===== src/rtl/speaker_pwm_driver.sv =====
`default_nettype none
// +--------------------------------------------------------------------------+
// | speaker_pwm_driver                                                       |
// | Gain/saturate signed samples, queue them, and play them out as PWM duty  |
// | updated only on period boundaries, with amplifier enable and mute ramp.  |
// | Optional build macro: SPKR_DITHER_EN (LFSR dither before truncation).    |
// | Revision: 1.0                                                            |
// +--------------------------------------------------------------------------+
module speaker_pwm_driver #(
  parameter int DATA_W     = 16,
  parameter int PWM_W      = 8,
  parameter int PRESCALE   = 1,
  parameter int FIFO_DEPTH = 4
) (
  input  logic                          clk_in,
  input  logic                          rst_n_in,
  input  logic                          ready_in,
  input  logic [DATA_W-1:0]             signal_in,
  input  logic [2:0]                    vol_in,
  input  logic                          mute_in,
  output logic                          pwm_out,
  output logic                          aud_sd_out,
  output logic                          overflow_out,
  output logic [$clog2(FIFO_DEPTH):0]   fifo_level_out
);

  localparam int PTR_W  = $clog2(FIFO_DEPTH);
  localparam int LVL_W  = PTR_W + 1;
  localparam int G_W    = DATA_W + 7;
  localparam int FRAC_W = DATA_W - PWM_W;
  localparam logic [PWM_W-1:0]  MID     = {1'b1, {(PWM_W-1){1'b0}}};
  localparam logic [PWM_W-1:0]  CNT_MAX = '1;
  localparam logic [DATA_W-1:0] SAT_POS = {1'b0, {(DATA_W-1){1'b1}}};
  localparam logic [DATA_W-1:0] SAT_NEG = {1'b1, {(DATA_W-1){1'b0}}};

  typedef enum logic [1:0] {
    ST_OFF  = 2'd0,
    ST_RUN  = 2'd1,
    ST_MUTE = 2'd2
  } state_t;

  // Sample conversion: gain, saturate, optional dither, truncate, offset-binary
  logic signed [G_W-1:0] w_g;
  logic [DATA_W-1:0]     w_gsat;
  logic [DATA_W-1:0]     w_gfin;
  logic [PWM_W-1:0]      w_s;
  logic [PWM_W-1:0]      w_duty;
  logic                  w_unused;

  assign w_g = $signed({{7{signal_in[DATA_W-1]}}, signal_in}) <<< vol_in;

  always_comb begin
    if ((&w_g[G_W-1:DATA_W-1]) || !(|w_g[G_W-1:DATA_W-1])) begin
      w_gsat = w_g[DATA_W-1:0];
    end else if (w_g[G_W-1]) begin
      w_gsat = SAT_NEG;
    end else begin
      w_gsat = SAT_POS;
    end
  end

`ifdef SPKR_DITHER_EN
  logic [15:0]     lfsr_q;
  logic [DATA_W:0] w_dsum;

  assign w_dsum = {w_gsat[DATA_W-1], w_gsat} + {{(PWM_W+1){1'b0}}, lfsr_q[FRAC_W-1:0]};
  // Dither is non-negative, so only a positive overflow is possible
  assign w_gfin = (!w_dsum[DATA_W] && w_dsum[DATA_W-1]) ? SAT_POS : w_dsum[DATA_W-1:0];

  always_ff @(posedge clk_in or negedge rst_n_in) begin
    if (!rst_n_in) begin
      lfsr_q <= 16'hACE1;
    end else if (ready_in) begin
      lfsr_q <= {1'b0, lfsr_q[15:1]} ^ (lfsr_q[0] ? 16'hB400 : 16'h0000);
    end
  end
`else
  assign w_gfin = w_gsat;
`endif

  assign w_s      = w_gfin[DATA_W-1 -: PWM_W];
  assign w_duty   = {~w_s[PWM_W-1], w_s[PWM_W-2:0]};
  assign w_unused = ^w_gfin[FRAC_W-1:0];

  // PWM timebase
  logic [7:0]       presc_q;
  logic [PWM_W-1:0] cnt_q;
  logic             w_step;
  logic             w_tick;

  assign w_step = (presc_q == 8'(PRESCALE - 1));
  assign w_tick = w_step && (cnt_q == CNT_MAX);

  always_ff @(posedge clk_in or negedge rst_n_in) begin
    if (!rst_n_in) begin
      presc_q <= '0;
      cnt_q   <= '0;
    end else begin
      presc_q <= w_step ? 8'd0 : presc_q + 8'd1;
      if (w_step) begin
        cnt_q <= cnt_q + PWM_W'(1);
      end
    end
  end

  // Sample FIFO
  logic [PWM_W-1:0] mem_q [FIFO_DEPTH];
  logic [PTR_W-1:0] wr_ptr_q;
  logic [PTR_W-1:0] rd_ptr_q;
  logic [LVL_W-1:0] count_q;
  logic             overflow_q;
  logic             w_full;
  logic             w_empty;
  logic             w_push;
  logic             w_pop;
  state_t           state_q;

  assign w_full  = (count_q == LVL_W'(FIFO_DEPTH));
  assign w_empty = (count_q == '0);
  assign w_push  = ready_in && !w_full;
  assign w_pop   = w_tick && !w_empty && (state_q != ST_OFF);

  always_ff @(posedge clk_in) begin
    if (w_push) begin
      mem_q[wr_ptr_q] <= w_duty;
    end
  end

  always_ff @(posedge clk_in or negedge rst_n_in) begin
    if (!rst_n_in) begin
      wr_ptr_q   <= '0;
      rd_ptr_q   <= '0;
      count_q    <= '0;
      overflow_q <= 1'b0;
    end else begin
      if (w_push) begin
        wr_ptr_q <= wr_ptr_q + PTR_W'(1);
      end
      if (w_pop) begin
        rd_ptr_q <= rd_ptr_q + PTR_W'(1);
      end
      if (w_push && !w_pop) begin
        count_q <= count_q + LVL_W'(1);
      end else if (!w_push && w_pop) begin
        count_q <= count_q - LVL_W'(1);
      end
      if (ready_in && w_full) begin
        overflow_q <= 1'b1;
      end
    end
  end

  // Control FSM with level and registered pin outputs
  logic [PWM_W-1:0] level_q;
  logic             pwm_q;
  logic             aud_sd_q;

  always_ff @(posedge clk_in or negedge rst_n_in) begin
    if (!rst_n_in) begin
      state_q  <= ST_OFF;
      level_q  <= MID;
      pwm_q    <= 1'b0;
      aud_sd_q <= 1'b0;
    end else begin
      pwm_q <= (cnt_q < level_q);
      case (state_q)
        ST_OFF: begin
          level_q <= MID;
          if (!w_empty) begin
            state_q  <= ST_RUN;
            aud_sd_q <= 1'b1;
          end
        end
        ST_RUN: begin
          if (w_pop) begin
            level_q <= mem_q[rd_ptr_q];
          end
          if (mute_in) begin
            state_q <= ST_MUTE;
          end
        end
        ST_MUTE: begin
          if (w_tick) begin
            if (!mute_in) begin
              state_q <= ST_RUN;
              if (!w_empty) begin
                level_q <= mem_q[rd_ptr_q];
              end
            end else if (level_q > MID) begin
              level_q <= level_q - PWM_W'(1);
            end else if (level_q < MID) begin
              level_q <= level_q + PWM_W'(1);
            end
          end
        end
        default: begin
          state_q  <= ST_OFF;
          level_q  <= MID;
          aud_sd_q <= 1'b0;
        end
      endcase
    end
  end

  assign pwm_out        = pwm_q;
  assign aud_sd_out     = aud_sd_q;
  assign overflow_out   = overflow_q;
  assign fifo_level_out = count_q;

endmodule
`default_nettype wire

===== config.mk =====
export PLATFORM = sky130hd
export DESIGN_NAME = speaker_pwm_driver
export DESIGN_NICKNAME = d
export VERILOG_FILES = /design/src/rtl/speaker_pwm_driver.sv
export SDC_FILE = /design/constraint.sdc
export NUM_CORES = 1
export LEC_CHECK = 0
export ABC_AREA = 1
export CORE_MARGIN = 2
export CORE_UTILIZATION = 40
export CTS_BUF_LIST = sky130_fd_sc_hd__clkbuf_2 sky130_fd_sc_hd__clkbuf_4 sky130_fd_sc_hd__clkbuf_8
export DETAILED_ROUTE_END_ITERATION = 6
export MAX_ROUTING_LAYER = met4
export SYNTH_ARGS = -nofsm -noshare
export SYNTH_HDL_FRONTEND = slang
export SYNTH_SLANG_ARGS = --single-unit

===== constraint.sdc =====
create_clock -name clk_in -period 2.5 [get_ports clk_in]
set_input_delay 0.25 -clock clk_in [delete_from_list [all_inputs] [get_ports clk_in]]
set_output_delay 0.25 -clock clk_in [all_outputs]
set_load 0.03 [all_outputs]

## After elaboration in Yosys (flattened, before gate mapping)

Memory sizes are Yosys's and may differ from the RTL's.
Cells that the tools add are included.

- $add $sub $neg: 8
- Reduce and logical (&&, ||, !) cells: 24
- Bitwise gates (word level): 2
- Mux-type cells: 21
- Shifts and indexed selects: 1
- Magnitude comparators: 3
- Multipliers: 0
- Equality and inequality tests: 11
- Div/mod/pow operators: 0

Operators with widths:

| cell | count |
|---|---|
| $mux W8 | 7 |
| $mux W16 | 2 |
| $add A8 B1 Y8 const B | 3 |
| $sshl A16 B3 Y23 | 1 |
| $pmux W8 S2 | 1 |
| $ne A2 B2 Y1 const B | 5 |
| $eq A8 B8 Y1 const B | 1 |
| $gt A8 B8 Y1 const B | 1 |
| $logic_not A8 Y1 | 1 |
| $lt A8 B8 Y1 | 1 |
| $lt A8 B8 Y1 const B | 1 |
| $mux W2 | 4 |
| $reduce_and A4 Y1 | 2 |
| $reduce_and A8 Y1 | 1 |
| $reduce_or A8 Y1 | 1 |
| $sub A8 B1 Y8 const B | 1 |
| $logic_and A1 B1 Y1 | 7 |
| $mux W3 | 2 |
| $pmux W2 S3 | 1 |
| $logic_not A1 Y1 | 5 |
| $add A2 B1 Y2 const B | 2 |
| $ne A4 B4 Y1 const B | 1 |
| $reduce_bool A2 Y1 | 2 |
| $add A3 B1 Y3 const B | 1 |
| 13 further kinds | 16 |

- ROM bits: 0
- Memories kept: 1
- Latch bits: 0
- Flip-flop bits (word level): 36
- Output and inout bits: 6
- Bits of input ports: 23
- RAM bits: 32
- Word-level logic and storage cells: 81

Memory list:

| name | depth | width | read ports | clocked after Yosys merged registers in | wr ports | line | text |
|---|---|---|---|---|---|---|---|
| mem_q | 4 | 8 | 1 | 0 | 1 | 107 | `logic [PWM_W-1:0] mem_q [FIFO_DEPTH];` |

## Logic depth before layout (Yosys ltp)

- Depth in word-level cells: 7
- Gate-level depth with buffers: 15
- Gate-level depth less buffers: 15

## Least setup slack after synthesis

OpenSTA, ideal clock, no wires.

- Path type: register to register
- Start point: reg presc_q[0]
- End point: reg count_q[1], in the netlist fifo_level_out[1]
- Cell stages (with the launch flop): 14
- Setup slack: 0.094 ns
- Path buffers: 0
- Required time: 2.375 ns
- Clock period less this slack: 2.406 ns
- Arrival: 2.282 ns
- Path through: dfrtp_1 > inv_1 > ha_1 > nand2_1 > nor2_8 > inv_2 > nor2_2 > nand4_1 > nor2_1 > nand4_1 > ha_1 > inv_1 > fa_1 > mux2_2

- Longest elaborated chain between the ends: 7

RTL lines:

| what | line | text |
|---|---|---|
| start, declared | 86 | `logic [7:0] presc_q;` |
| start signal, assigned | 99 | `presc_q <= w_step ? 8'd0 : presc_q + 8'd1;` |
| $logic_not A8 Y1 (*) | 91 | `assign w_step = (presc_q == 8'(PRESCALE - 1));` |
| $logic_and A1 B1 Y1 (*) | 92 | `assign w_tick = w_step && (cnt_q == CNT_MAX);` |
| $logic_and A1 B1 Y1 (*) (2 in series) | 121 | `assign w_pop = w_tick && !w_empty && (state_q != ST_OFF);` |
| $logic_not A1 Y1 | 142 | `if (w_push && !w_pop) begin` |
| $logic_and A1 B1 Y1 | 142 |  |
| $mux W3 or $reduce_bool A2 Y1 (tied branches) | -- |  |
| end signal, assigned | 143 | `count_q <= count_q + LVL_W'(1);` |
| end signal, assigned | 145 | `count_q <= count_q - LVL_W'(1);` |
| end, declared | 110 | `logic [LVL_W-1:0] count_q;` |

Every way passes the cells marked *; elsewhere a longest branch is shown, timed or not.
A chain may end at the register's enable or synchronous reset.

## Worst setup path after layout

- Start point: reg presc_q[3]
- End point: reg count_q[1], in the netlist fifo_level_out[1]

The elaborated chain is that of the path after synthesis.

==> summary.md <==
| Metric | Value |
|---|---|
| Status | finished, violations left |
| Failing checks | negative hold slack |
| Routability congestion estimate from global placement | 0.833 |
| Initial Util | 0.409 |
| Layout cell share with drive strength beyond 1 | 0.139 |
| Die width | ~110 um |
| Bufs on Longest Clock Path | 2 |
| Synth async-reset ratio | 0.529 |
| Maxcap violations | 0 |
| Commonest non-fill, non-tap cell in the layout | nand2_1 |
| Max-slew headroom | 0.470 |
| Residual DRC count | 0 |
| Largest net degree at the start of global routing | 37 |
| Later-pin clock latency in the skew report | ~0.34 ns |
| Fin crit share | 0.985 |
| Tightest Pin Transition | between 0.7 and 0.8 ns |
| Lkg Pwr | around 2.3 nW |
| Unrepaired setup endpoints after global routing | true |
| Port buffer count | 27 |
| Mapped Cells | ~520 |
| First-pass GRT wire length | 14,600 um |
| Worst EP arrival | roughly 2.7 ns |
| WP data required | 2.72 ns |
| Die Y | roughly 110 um |
| Top-area cell type share of the netlist area | 0.229 |
| Placed inst area | 4680 um2 |
| Final setup vio count | 0 |
| H-tree depth | 3 |
| DRT iter0 DRCs | between 100 and 150 |
| Power Dens Cells | about 860 nW/um2 |
| Worst R2R Start | presc_q[3]$_DFF_PN0_ |
| Dpl hpwl | between 6000 and 7000 um |
| Clk pin slew, worst setup/hold paths | roughly 0.070 ns |
| Post-synth net total | ~570 |
| WS Path Type | reg -> reg |
| Fin nets | 613 |
| Core Util, Final | 0.481 |
| CP max FO | 3 |
| Per-cell routed wire length | approximately 12 um |
| Slowest stage delay, CP | between 0.4 and 0.5 ns |
| Fin. max-slew vios | 0 |
| Yosys warnings | 0 |
| DRT Wirelength | ~8400 um |
| Number of global-route vias before repair | between 3,000 and 4,000 |
| Antenna Cells | 0 |
| Hold Crit Class | in -> async |
| Worst Clk Skew | ~0.0076 ns |
| Root buffer cell | clkbuf_8 |
| Most frequent cells in the layout | nand2_1, inv_1, nor2_1 |
| Worst-path cell chain | nor2_1, nand2_2, nor2_8, inv_4, nor2_4, nand4_1, nor2_2, nand4_1, ha_2, inv_2, fa_1, mux2_4 |
| Worst VDD drop | around 0.00028 V |
| Hold WS | -0.00946 ns |
| Number of synthesized flops with an enable pin | 32 |
| Most used DFF post-synth | dfrtp_1 |
| Final instance area | 4950 um2 |
| Slowest cell on the critical path | fa_1 |
| Crit-path most repeated cell | nand4_1 |
| Setup crit start kind | register |
| Synth area leader | edfxtp_1 |
| Area contributors post-synth | edfxtp_1, dfrtp_1, nand2_1, ha_1, nand3_1 |
| Syn-to-layout area delta | 17.8% |
| Seq/Total Area, Yosys | 0.444 |
| Vias | 3,393 |
| Clock Sinks | 68 |
| First-pass detailed-route iteration total | 4 |
| Worst r2r path cells | 12 |
| Post-Syn Area per Cell | 8.14 um2 |
| Flops & latches, synth | roughly 70 |
| Drt via density | between 4 and 5 |
| Post-synthesis cell area | 4200 um2 |
| CTS tree | yes |
| Row cnt | 37 |
| Reg2Reg Setup Slack | ~0.037 ns |
| Post-CTS Hold Buffers | 0 |
| Core outline area | approximately 10,000 um2 |
| Capturing point of the worst reg2reg path | fifo_level_out[1]$_DFFE_PN0P_ |
| Total CTS buffers | 9 |
| GRT overflow | 0 |
| Total GRT Usage | 0.163 |
| Hold Fails Final Rpt | 10 |
| Die ar. | between 10,000 and 15,000 um2 |
| Initial antenna violation count | 0 |
| Min Tclk post-route | 2.46 ns |
| Post-DRT Antenna Nets | 0 |
| Ports | 29 |
| Cell variety after synth | 40 |
| CP endpoint kind | register |
| Max Clock Freq | 0.406 GHz |
how the worst max path moves through the flow:
stage                                               end  slack [ns]  cells after the start                 start
after floorplan           fifo_level_out[1]$_DFFE_PN0P_        0.09                     13  presc_q[0]$_DFF_PN0_
after global placement    fifo_level_out[1]$_DFFE_PN0P_        0.05                     13  presc_q[1]$_DFF_PN0_
after detailed placement  fifo_level_out[1]$_DFFE_PN0P_       0.006                     13  presc_q[1]$_DFF_PN0_
after CTS                 fifo_level_out[1]$_DFFE_PN0P_       0.005                     13  presc_q[1]$_DFF_PN0_
after global routing      fifo_level_out[1]$_DFFE_PN0P_       -0.10                     13  presc_q[1]$_DFF_PN0_
final                     fifo_level_out[1]$_DFFE_PN0P_        0.04                     12  presc_q[3]$_DFF_PN0_
per-stage QoR:
stage               power [mW]  setup WS [ns]  instances  TNS (ns)
floorplan                 2.79         0.0936        516         0
CTS                       4.24        0.00525        699         0
finish                    4.23         0.0370        704         0
global route              4.57         -0.104        704    -0.104
global placement          3.31         0.0477        683         0
detailed placement        3.34        0.00570        683         0
Yosys cell counts (all sizes together), types with 3 or more instances:
library cell and count:
xor2 10, nand2 163, ha 25, inv 58
xnor2 4, nor2 58, nand4 12, o22ai 3
o21ai 31, buf 7, nand3 44, dfrtp 35
a21oi 16, edfxtp 32
layout make-up:
type,instances,area (um2)
Tap cell,136,170
Clock buffer,11,139
Multi-Input combinational cell,380,2100
Sequential cell,68,1860
Timing Repair Buffer,45,400
Inverter,59,225
Fill cell,1035,5330
Clock inverter,5,52.6
worst max-delay path, delay by kind of cell (launching register included):
kind          cells  cell delay, ns
buf+inv           2            0.12
fa+ha+maj         2            0.65
flops             1            0.41
simple gates      7            0.90
mux               1            0.27
power breakdown:
part           total [mW]  switching [mW]  internal (mW)
Combinational        1.80            1.13          0.669
Sequential           1.55           0.123           1.43
Clock               0.884           0.406          0.478
state kept, by name, summed over array words and instances, names as in the netlist:
signal          flops
aud_sd_out          1
cnt_q               8
fifo_level_out      3
level_q             8
mem_q              32
overflow_out        1
presc_q             8
pwm_out             1
rd_ptr_q            2
state_q             2
wr_ptr_q            2
per-layer routing:
metal | vias to the layer above | global-route usage | share of wire
li1 | 1775 | - | -
met1 | 1556 | 0.193 | 0.45
met2 | 56 | 0.278 | 0.51
met3 | 6 | 0.0319 | 0.033
met4 | 0 | 0.0547 | 0.011
met5 | - | - | 0
cells by family (layout without fill, tap and decap cells):
family,Yosys count,count (layout),share of synthesized area
DFF,68,68,0.444
adders and majority gates,27,27,0.0840
muxes,1,1,0.00268
xor gates and xnor gates,14,14,0.0292
and+or+nand+nor,281,281,0.301
buffers and inverters,68,120,0.0652
AOI/OAI and AO/OA,57,57,0.0742
what timing repair did:
| action | in CTS | in global routing |
|---|---|---|
| setup endpoints to repair | 1 | 4 |
| gates resized for setup | 1 | 12 |
| gates cloned | 0 | 0 |
| pin swaps | 1 | 8 |
| setup buffers | 0 | 5 |
No activity file was read; power rests on OpenSTA's default activity.
